--- config.mk ---
export PLATFORM = sky130hd
export DESIGN_NAME = uart_rx_packet_flat
export DESIGN_NICKNAME = d
export VERILOG_FILES = /design/src/rtl/uart_pkg.sv /design/src/rtl/uart_rx_packet_if.sv /design/src/rtl/uart_pkt_buf.sv /design/src/rtl/uart_rx_packet.sv /design/src/flat_wrapper.sv
export SDC_FILE = /design/constraint.sdc
export NUM_CORES = 1
export LEC_CHECK = 0
export BUFFER_PORTS_ARGS = -buffer_cell sky130_fd_sc_hd__buf_2
export CORE_MARGIN = 3
export CORE_UTILIZATION = 45
export DETAILED_ROUTE_END_ITERATION = 12
export GPL_ROUTABILITY_DRIVEN = 1
export PLACE_DENSITY = 0.67
export SLEW_MARGIN = 5
export SYNTH_ARGS = -nofsm -noshare
export SYNTH_HDL_FRONTEND = slang
export SYNTH_SLANG_ARGS = --single-unit
--- constraint.sdc ---
create_clock -name sysclk -period 7.7 [get_ports sysclk]
set_input_delay 1.925 -clock sysclk [delete_from_list [all_inputs] [get_ports sysclk]]
set_output_delay 1.925 -clock sysclk [all_outputs]
set_load 0.01 [all_outputs]
--- src/rtl/uart_pkg.sv ---
// ---------------------------------------------------------------------------
// uart_pkg
// Shared definitions for the UART packet deframer.
//   state_e        : one-hot FSM encoding (HUNT, LEN, PAYLOAD, CHECK, EMIT)
//   STATE_RECOVER  : state taken from any illegal encoding
//   SYNC_DEFAULT   : default frame start byte
//   CHK_W          : width of the additive checksum
// ---------------------------------------------------------------------------
package uart_pkg;

    typedef enum logic [4:0] {
        ST_HUNT    = 5'b00001,
        ST_LEN     = 5'b00010,
        ST_PAYLOAD = 5'b00100,
        ST_CHECK   = 5'b01000,
        ST_EMIT    = 5'b10000
    } state_e;

    localparam state_e     STATE_RECOVER = ST_HUNT;
    localparam logic [7:0] SYNC_DEFAULT  = 8'hA5;
    localparam int         CHK_W         = 8;

endpackage

--- src/rtl/uart_rx_packet_if.sv ---
// ---------------------------------------------------------------------------
// uart_rx_packet_if
// Verified-packet byte stream leaving the deframer.
//   data  : payload byte
//   valid : data is valid
//   last  : final payload byte of the packet
//   len   : length of the packet being emitted
//   ready : downstream accepts the byte
// master = deframer side, slave = consumer side.
// ---------------------------------------------------------------------------
interface uart_rx_packet_if #(
    parameter int N = 8
);
    logic [N-1:0] data;
    logic         valid;
    logic         last;
    logic [7:0]   len;
    logic         ready;

    modport master (output data, output valid, output last, output len, input ready);
    modport slave  (input data, input valid, input last, input len, output ready);
endinterface

--- src/rtl/uart_pkt_buf.sv ---
// ---------------------------------------------------------------------------
// uart_pkt_buf
// Payload store: DEPTH x N register file, one synchronous write port and one
// asynchronous read port. Contents are never reset.
//   sysclk  : clock
//   we_i    : write enable
//   waddr_i : write index
//   wdata_i : write data
//   raddr_i : read index
//   rdata_o : combinational read data
// ---------------------------------------------------------------------------
module uart_pkt_buf #(
    parameter int N     = 8,
    parameter int DEPTH = 16,
    parameter int AW    = 4
) (
    input  logic          sysclk,
    input  logic          we_i,
    input  logic [AW-1:0] waddr_i,
    input  logic [N-1:0]  wdata_i,
    input  logic [AW-1:0] raddr_i,
    output logic [N-1:0]  rdata_o
);

    logic [N-1:0] mem_q [DEPTH];

    // Storage only; the buffered payload is don't-care after reset.
    always_ff @(posedge sysclk) begin
        if (we_i) begin
            mem_q[waddr_i] <= wdata_i;
        end
    end

    assign rdata_o = mem_q[raddr_i];

endmodule

--- src/rtl/uart_rx_packet.sv ---
// ---------------------------------------------------------------------------
// uart_rx_packet
// Deframes SYNC, LEN, payload, CHK from the UART byte receiver and replays
// only checksum-verified payloads on a valid/ready stream.
//   sysclk      : clock
//   reset       : synchronous, active-high
//   rx_data_i   : received byte, valid while rx_end_i is high
//   rx_end_i    : receiver level, rising edge = new byte
//   rx_err_i    : receiver level, rising edge = stop-bit error
//   pkt         : verified payload stream (master modport)
//   crc_err_o   : 1-cycle pulse on checksum mismatch
//   frame_err_o : 1-cycle pulse on illegal length or rx_err abort
//   timeout_o   : 1-cycle pulse on inter-byte timeout
//   drop_o      : 1-cycle pulse when a byte is discarded during EMIT
// ---------------------------------------------------------------------------
module uart_rx_packet
    import uart_pkg::*;
#(
    parameter int           N       = 8,
    parameter int           MAX_LEN = 16,
    parameter logic [N-1:0] SYNC    = N'(SYNC_DEFAULT),
    parameter int           TIMEOUT = 100000,
    parameter int           TO_W    = 17
) (
    input  logic                     sysclk,
    input  logic                     reset,
    input  logic [N-1:0]             rx_data_i,
    input  logic                     rx_end_i,
    input  logic                     rx_err_i,
    uart_rx_packet_if.master         pkt,
    output logic                     crc_err_o,
    output logic                     frame_err_o,
    output logic                     timeout_o,
    output logic                     drop_o
);

    localparam int IDX_W = (MAX_LEN > 1) ? $clog2(MAX_LEN) : 1;

    state_e             state_q, state_d;
    logic               rx_end_q, rx_err_q;
    logic [7:0]         len_q, len_d;
    logic [CHK_W-1:0]   sum_q, sum_d;
    logic [IDX_W-1:0]   idx_q, idx_d, rd_idx;
    logic [TO_W-1:0]    to_q, to_d;
    logic [N-1:0]       data_q, data_d;
    logic               valid_q, valid_d, last_q, last_d;
    logic               crc_q, crc_d, frm_q, frm_d, tmo_q, tmo_d, drop_q, drop_d;
    logic               buf_we;
    logic [N-1:0]       buf_rdata;
    logic               stb, estb, len_ok, at_timeout, idx_last;

    // Edge registers reset to 1 so a level already high out of reset is not a byte.
    assign stb        = rx_end_i & ~rx_end_q;
    assign estb       = rx_err_i & ~rx_err_q;
    assign len_ok     = (rx_data_i != '0) && (rx_data_i <= N'(MAX_LEN));
    assign at_timeout = (to_q == TO_W'(TIMEOUT - 1));
    assign idx_last   = (8'(idx_q) == len_q - 8'd1);

    uart_pkt_buf #(
        .N     (N),
        .DEPTH (MAX_LEN),
        .AW    (IDX_W)
    ) u_buf (
        .sysclk  (sysclk),
        .we_i    (buf_we),
        .waddr_i (idx_q),
        .wdata_i (rx_data_i),
        .raddr_i (rd_idx),
        .rdata_o (buf_rdata)
    );

    always_ff @(posedge sysclk) begin
        if (reset) begin
            state_q  <= ST_HUNT;
            rx_end_q <= 1'b1;
            rx_err_q <= 1'b1;
            len_q    <= '0;
            sum_q    <= '0;
            idx_q    <= '0;
            to_q     <= '0;
            data_q   <= '0;
            valid_q  <= 1'b0;
            last_q   <= 1'b0;
            crc_q    <= 1'b0;
            frm_q    <= 1'b0;
            tmo_q    <= 1'b0;
            drop_q   <= 1'b0;
        end else begin
            state_q  <= state_d;
            rx_end_q <= rx_end_i;
            rx_err_q <= rx_err_i;
            len_q    <= len_d;
            sum_q    <= sum_d;
            idx_q    <= idx_d;
            to_q     <= to_d;
            data_q   <= data_d;
            valid_q  <= valid_d;
            last_q   <= last_d;
            crc_q    <= crc_d;
            frm_q    <= frm_d;
            tmo_q    <= tmo_d;
            drop_q   <= drop_d;
        end
    end

    // Next-state logic. The output byte register is loaded from the buffer one
    // step ahead, so rd_idx points at the byte that becomes pkt.data next.
    always_comb begin
        state_d = state_q;
        len_d   = len_q;
        sum_d   = sum_q;
        idx_d   = idx_q;
        to_d    = to_q;
        data_d  = data_q;
        valid_d = valid_q;
        last_d  = last_q;
        crc_d   = 1'b0;
        frm_d   = 1'b0;
        tmo_d   = 1'b0;
        drop_d  = 1'b0;
        buf_we  = 1'b0;
        rd_idx  = idx_q;

        case (state_q)
            ST_HUNT: begin
                if (stb && rx_data_i == SYNC) begin
                    state_d = ST_LEN;
                    to_d    = '0;
                end
            end

            ST_LEN, ST_PAYLOAD, ST_CHECK: begin
                // An error strobe beats a simultaneous byte strobe.
                if (estb) begin
                    frm_d   = 1'b1;
                    state_d = ST_HUNT;
                end else if (stb) begin
                    to_d = '0;
                    case (state_q)
                        ST_LEN: begin
                            if (len_ok) begin
                                len_d   = 8'(rx_data_i);
                                sum_d   = CHK_W'(rx_data_i);
                                idx_d   = '0;
                                state_d = ST_PAYLOAD;
                            end else begin
                                frm_d   = 1'b1;
                                state_d = ST_HUNT;
                            end
                        end
                        ST_PAYLOAD: begin
                            buf_we = 1'b1;
                            sum_d  = sum_q + CHK_W'(rx_data_i);
                            if (idx_last) begin
                                state_d = ST_CHECK;
                            end else begin
                                idx_d = idx_q + 1'b1;
                            end
                        end
                        ST_CHECK: begin
                            if (rx_data_i == N'(sum_q)) begin
                                idx_d   = '0;
                                rd_idx  = '0;
                                data_d  = buf_rdata;
                                valid_d = 1'b1;
                                last_d  = (len_q == 8'd1);
                                state_d = ST_EMIT;
                            end else begin
                                crc_d   = 1'b1;
                                state_d = ST_HUNT;
                            end
                        end
                        default: state_d = STATE_RECOVER;
                    endcase
                end else if (at_timeout) begin
                    tmo_d   = 1'b1;
                    state_d = ST_HUNT;
                end else begin
                    to_d = to_q + 1'b1;
                end
            end

            ST_EMIT: begin
                drop_d = stb;
                if (valid_q && pkt.ready) begin
                    if (last_q) begin
                        valid_d = 1'b0;
                        last_d  = 1'b0;
                        state_d = ST_HUNT;
                    end else begin
                        idx_d  = idx_q + 1'b1;
                        rd_idx = idx_q + 1'b1;
                        data_d = buf_rdata;
                        last_d = (8'(idx_q) + 8'd1 == len_q - 8'd1);
                    end
                end
            end

            default: begin
                valid_d = 1'b0;
                last_d  = 1'b0;
                state_d = STATE_RECOVER;
            end
        endcase
    end

    assign pkt.data    = data_q;
    assign pkt.valid   = valid_q;
    assign pkt.last    = last_q;
    assign pkt.len     = len_q;
    assign crc_err_o   = crc_q;
    assign frame_err_o = frm_q;
    assign timeout_o   = tmo_q;
    assign drop_o      = drop_q;

endmodule

--- src/flat_wrapper.sv ---
// flat-port wrapper written by rule: the top's interface ports become plain ports
module uart_rx_packet_flat import uart_pkg::*;
#(
    parameter int           N       = 8,
    parameter int           MAX_LEN = 16,
    parameter logic [N-1:0] SYNC    = N'(SYNC_DEFAULT),
    parameter int           TIMEOUT = 100000,
    parameter int           TO_W    = 17
)
  (sysclk, reset, rx_data_i, rx_end_i, rx_err_i, crc_err_o, frame_err_o, timeout_o, drop_o, pkt_data, pkt_valid, pkt_last, pkt_len, pkt_ready);
  uart_rx_packet_if #(.N(N)) pkt_i ();
  input  logic sysclk;
  input  logic reset;
  input  logic [N-1:0] rx_data_i;
  input  logic rx_end_i;
  input  logic rx_err_i;
  output logic crc_err_o;
  output logic frame_err_o;
  output logic timeout_o;
  output logic drop_o;
  output wire logic [$bits(pkt_i.data)-1:0] pkt_data;
  output wire logic [$bits(pkt_i.valid)-1:0] pkt_valid;
  output wire logic [$bits(pkt_i.last)-1:0] pkt_last;
  output wire logic [$bits(pkt_i.len)-1:0] pkt_len;
  input wire logic [$bits(pkt_i.ready)-1:0] pkt_ready;
  assign pkt_data = pkt_i.data;
  assign pkt_valid = pkt_i.valid;
  assign pkt_last = pkt_i.last;
  assign pkt_len = pkt_i.len;
  assign pkt_i.ready = pkt_ready;
  uart_rx_packet #(.N(N), .MAX_LEN(MAX_LEN), .SYNC(SYNC), .TIMEOUT(TIMEOUT), .TO_W(TO_W)) u_core (.sysclk(sysclk), .reset(reset), .rx_data_i(rx_data_i), .rx_end_i(rx_end_i), .rx_err_i(rx_err_i), .pkt(pkt_i), .crc_err_o(crc_err_o), .frame_err_o(frame_err_o), .timeout_o(timeout_o), .drop_o(drop_o));
endmodule
==> flow_summary_export.csv <==
group,metric,value,unit
clocking,cts-root-buf,"clkbuf_16",
layout,instances_no_fill,1023,
logic_synthesis,syn_area,8640,µm²
timing,fin_crit_sh,66.8,%
place,port_buffers,34,
global_routing,antenna_found_initial,0,
layout,num_antenna_cells,0,
layout,drive_gt1_share,12.7,%
worst_setup_path,cp_data_arrival_time,5.52,ns
place,pre_cts_ws,2.14,ns
route,drtIter0Drc,607,
route,highest_layer,"met4",
global_routing,grt_usage,20.1,%
global_routing,grt_overflow,0,
route,wl_met2,9570,µm
worst_setup_path,startpoint_type,"input port",
logic_synthesis,async_flop_share,0,%
worst_setup_path,crit_family,"simple AND/OR/NAND/NOR gates",
power,p_total,2.13,mW
place,hpwlAfterDp,13400,µm
global_routing,grt_pass1_vias,5907,
logic_synthesis,syn-num-nets,782,
layout,syn2layout_area_growth,10.6,%
worst_setup_path,cp_slowest_cell,"a31oi_2",
route,wirelength,20300,µm
global_routing,grt_pass1_wl,32100,µm
clocking,cts_setup_buffers,0,
logic_synthesis,netlist_instances,754,
timing,tns,0,ns
floorplanning,io_pins,35,
worst_setup_path,critical_path.max_stage_delay,1.04,ns
worst_setup_path,crit_chain,"buf_2 -> ha_1 -> nor4_1 -> nand4_1 -> or3_1 -> a31oi_2 -> nand2_1 -> a311oi_1 -> and4_1",
place,place.gp.congestion,0.881,
power,power_density,223,nW/µm²
place,dp_cells,991,
route,vias,6089,
clocking,cts.sinks,186,
route,firstDrtPassIters,7,
timing,slew-limit-headroom,14.9,%
job,drv_cap,0,
floorplanning,die_y,145,µm
route,wl_met1,9030,µm
power,vdd_drop_max,0.175,mV
timing,setup_viol,0,
logic_synthesis,ys_types,70,
logic_synthesis,synth_edf_count,128,
clocking,cts-buffers-inserted,17,
timing,worst_slack,2.56,ns
worst_setup_path,cp_num_buf_inv,1,
logic_synthesis,ys_seq_area_share,58.0,%
layout,nets,804,
floorplanning,dieArea,20900,µm²
logic_synthesis,ys_ff_latch,186,
floorplanning,rows,50,
clocking,clk_pin_slew_worst_paths,0.07,ns
worst_setup_path,critPathMaxFanout,23,
timing,rsz0062_at_grt,"no",
clocking,clkLatencyLatePin,0.44,ns
route,drc_errors,0,
logic_synthesis,synth_warnings,0,
timing,fmax,194,MHz
logic_synthesis,syn_avg_cell_area,11.5,µm²
timing,skew,0.00881,ns
clocking,cts_buffer_depth,2,
global_routing,grt_start_max_net_pins,46,
worst_setup_path,end_kind,"register",
status,status,"finished, final reports clean",
clocking,ctsHoldBuffers,0,
route,antenna_left,0,
logic_synthesis,ys_dominant_reg_cell,"edfxtp_1",
floorplanning,coreArea,18800,µm²
worst_setup_path,cp.required,8.08,ns
worst_setup_path,crit_type,"in -> reg",
timing,period_minus_slack,5.14,ns
floorplanning,die-width,145,µm
route,avgViaCountPerCell,5.95,
timing,hold_violations,0,
route,wl_per_cell,19.8,µm
timing,tightest_slew,1.27,ns
clocking,post_cts_resized,0,
power,p_leak,3.18,nW
floorplanning,initial_core_util,46.0,%
clocking,cts_htree_levels,4,
min_path,min_path_type,"reg -> reg",
timing,slew_violations,0,
route,wl_met3,1270,µm
clocking,cts_tree,"yes",
timing,finalHoldWorstSlack,0.460,ns
[layout make-up]
cell class	instances	area, µm²
Fill cell	1662	9220
Sequential cell	186	5000
Multi-Input combinational cell	505	3350
Clock buffer	18	429
Tap cell	234	293
Timing Repair Buffer	43	238
Clock inverter	14	150
Inverter	23	86.3
[registers in the layout (all words and copies together), names as in the netlist, 4 cells and up]
register / count
u_core.u_buf.mem_q: 128
u_core.state_q: 5
u_core.pkt.data: 8
u_core.idx_q: 4
u_core.pkt.len: 8
u_core.to_q: 17
u_core.sum_q: 8
[cells by family after synthesis]
group | Yosys count | synth area share [%]
muxes | 34 | 3.97
xor gates and xnor gates | 28 | 2.84
DFF | 186 | 58.0
and+or+nand+nor | 282 | 17.4
buffers and inverters | 63 | 3.35
AOI/OAI and AO/OA | 146 | 12.2
adders and majority gates | 15 | 2.26
[cells in the mapped netlist (all sizes together) (3+ instances only)]
library cell,number,area share [%]
a211oi,35,3.0
a21o,3,0.35
a21oi,25,1.4
a222oi,8,0.93
a311oi,9,0.91
a31oi,3,0.29
and2,4,0.29
and3,38,2.8
and4,9,0.91
buf,10,0.90
clkbuf,30,1.4
dfxtp,58,13
edfxtp,128,45
ha,14,2.0
inv,23,1.0
mux2i,32,3.7
nand2,54,2.4
nand2b,9,0.65
nand3,26,1.7
nand4,8,0.58
nor2,60,2.6
nor2b,6,0.43
nor3,26,1.6
nor3b,4,0.35
nor4,16,1.2
o21ai,26,1.6
o21bai,10,0.87
o311ai,4,0.49
o31ai,5,0.43
or2,3,0.22
or3,5,0.36
or4,5,0.48
xnor2,12,1.2
xor2,16,1.6
[power by group]
part	total (mW)	internal, mW	switching, mW
sequential	1.08	1.07	0.0107
clock	0.859	0.459	0.400
combinational	0.190	0.0555	0.134
total	2.13	1.59	0.546
[per-layer routing]
layer	vias to the layer above	global-route usage (%)
met5	-	0
met4	0	6.82
met3	35	5.03
met2	201	31.4
met1	2951	27.5
li1	2902	-
[placed cells by master (no fill, tap or decap), types with 8 or more instances in the layout]
master	instances
clkbuf_16	17
edfxtp_1	128
inv_1	23
nor4_1	16
nand2b_1	9
o21bai_1	10
a311oi_1	9
buf_2	34
mux2i_1	32
nor3_1	23
a211oi_1	35
xor2_1	16
buf_4	9
and4_1	9
nand2_1	53
nor2_1	60
xnor2_1	12
and3_1	38
nand4_1	8
a21oi_1	25
a222oi_1	8
nand3_1	23
ha_1	14
o21ai_0	23
dfxtp_1	58
[final timing paths]
check                  startpoint  cells past startpoint  slack [ns]                  to
setup / recovery     rx_data_i[0]                      9        2.56  u_core.pkt.data[2]
hold / removal    u_core.sum_q[5]                      2        0.46     u_core.sum_q[5]
setup reg to reg  u_core.sum_q[5]                      8        4.12  u_core.pkt.data[2]
hold reg to reg   u_core.sum_q[5]                      2        0.46     u_core.sum_q[5]
[worst min-delay path: cells and delay by family (launching register included)]
| family | cells | cell delay (ns) |
|---|---|---|
| compound gates | 1 | 0.05 |
| flops | 1 | 0.31 |
| simple gates | 1 | 0.05 |
[through the flow]
step | utilization, % | instance area (µm²)
finish | 50.9 | 9550
global route | 50.9 | 9550
CTS | 50.9 | 9550
detailed placement | 47.8 | 8970
global placement | 47.8 | 8960
floorplan | - | 8640
Note: power is estimated with default switching activity, not from simulation.
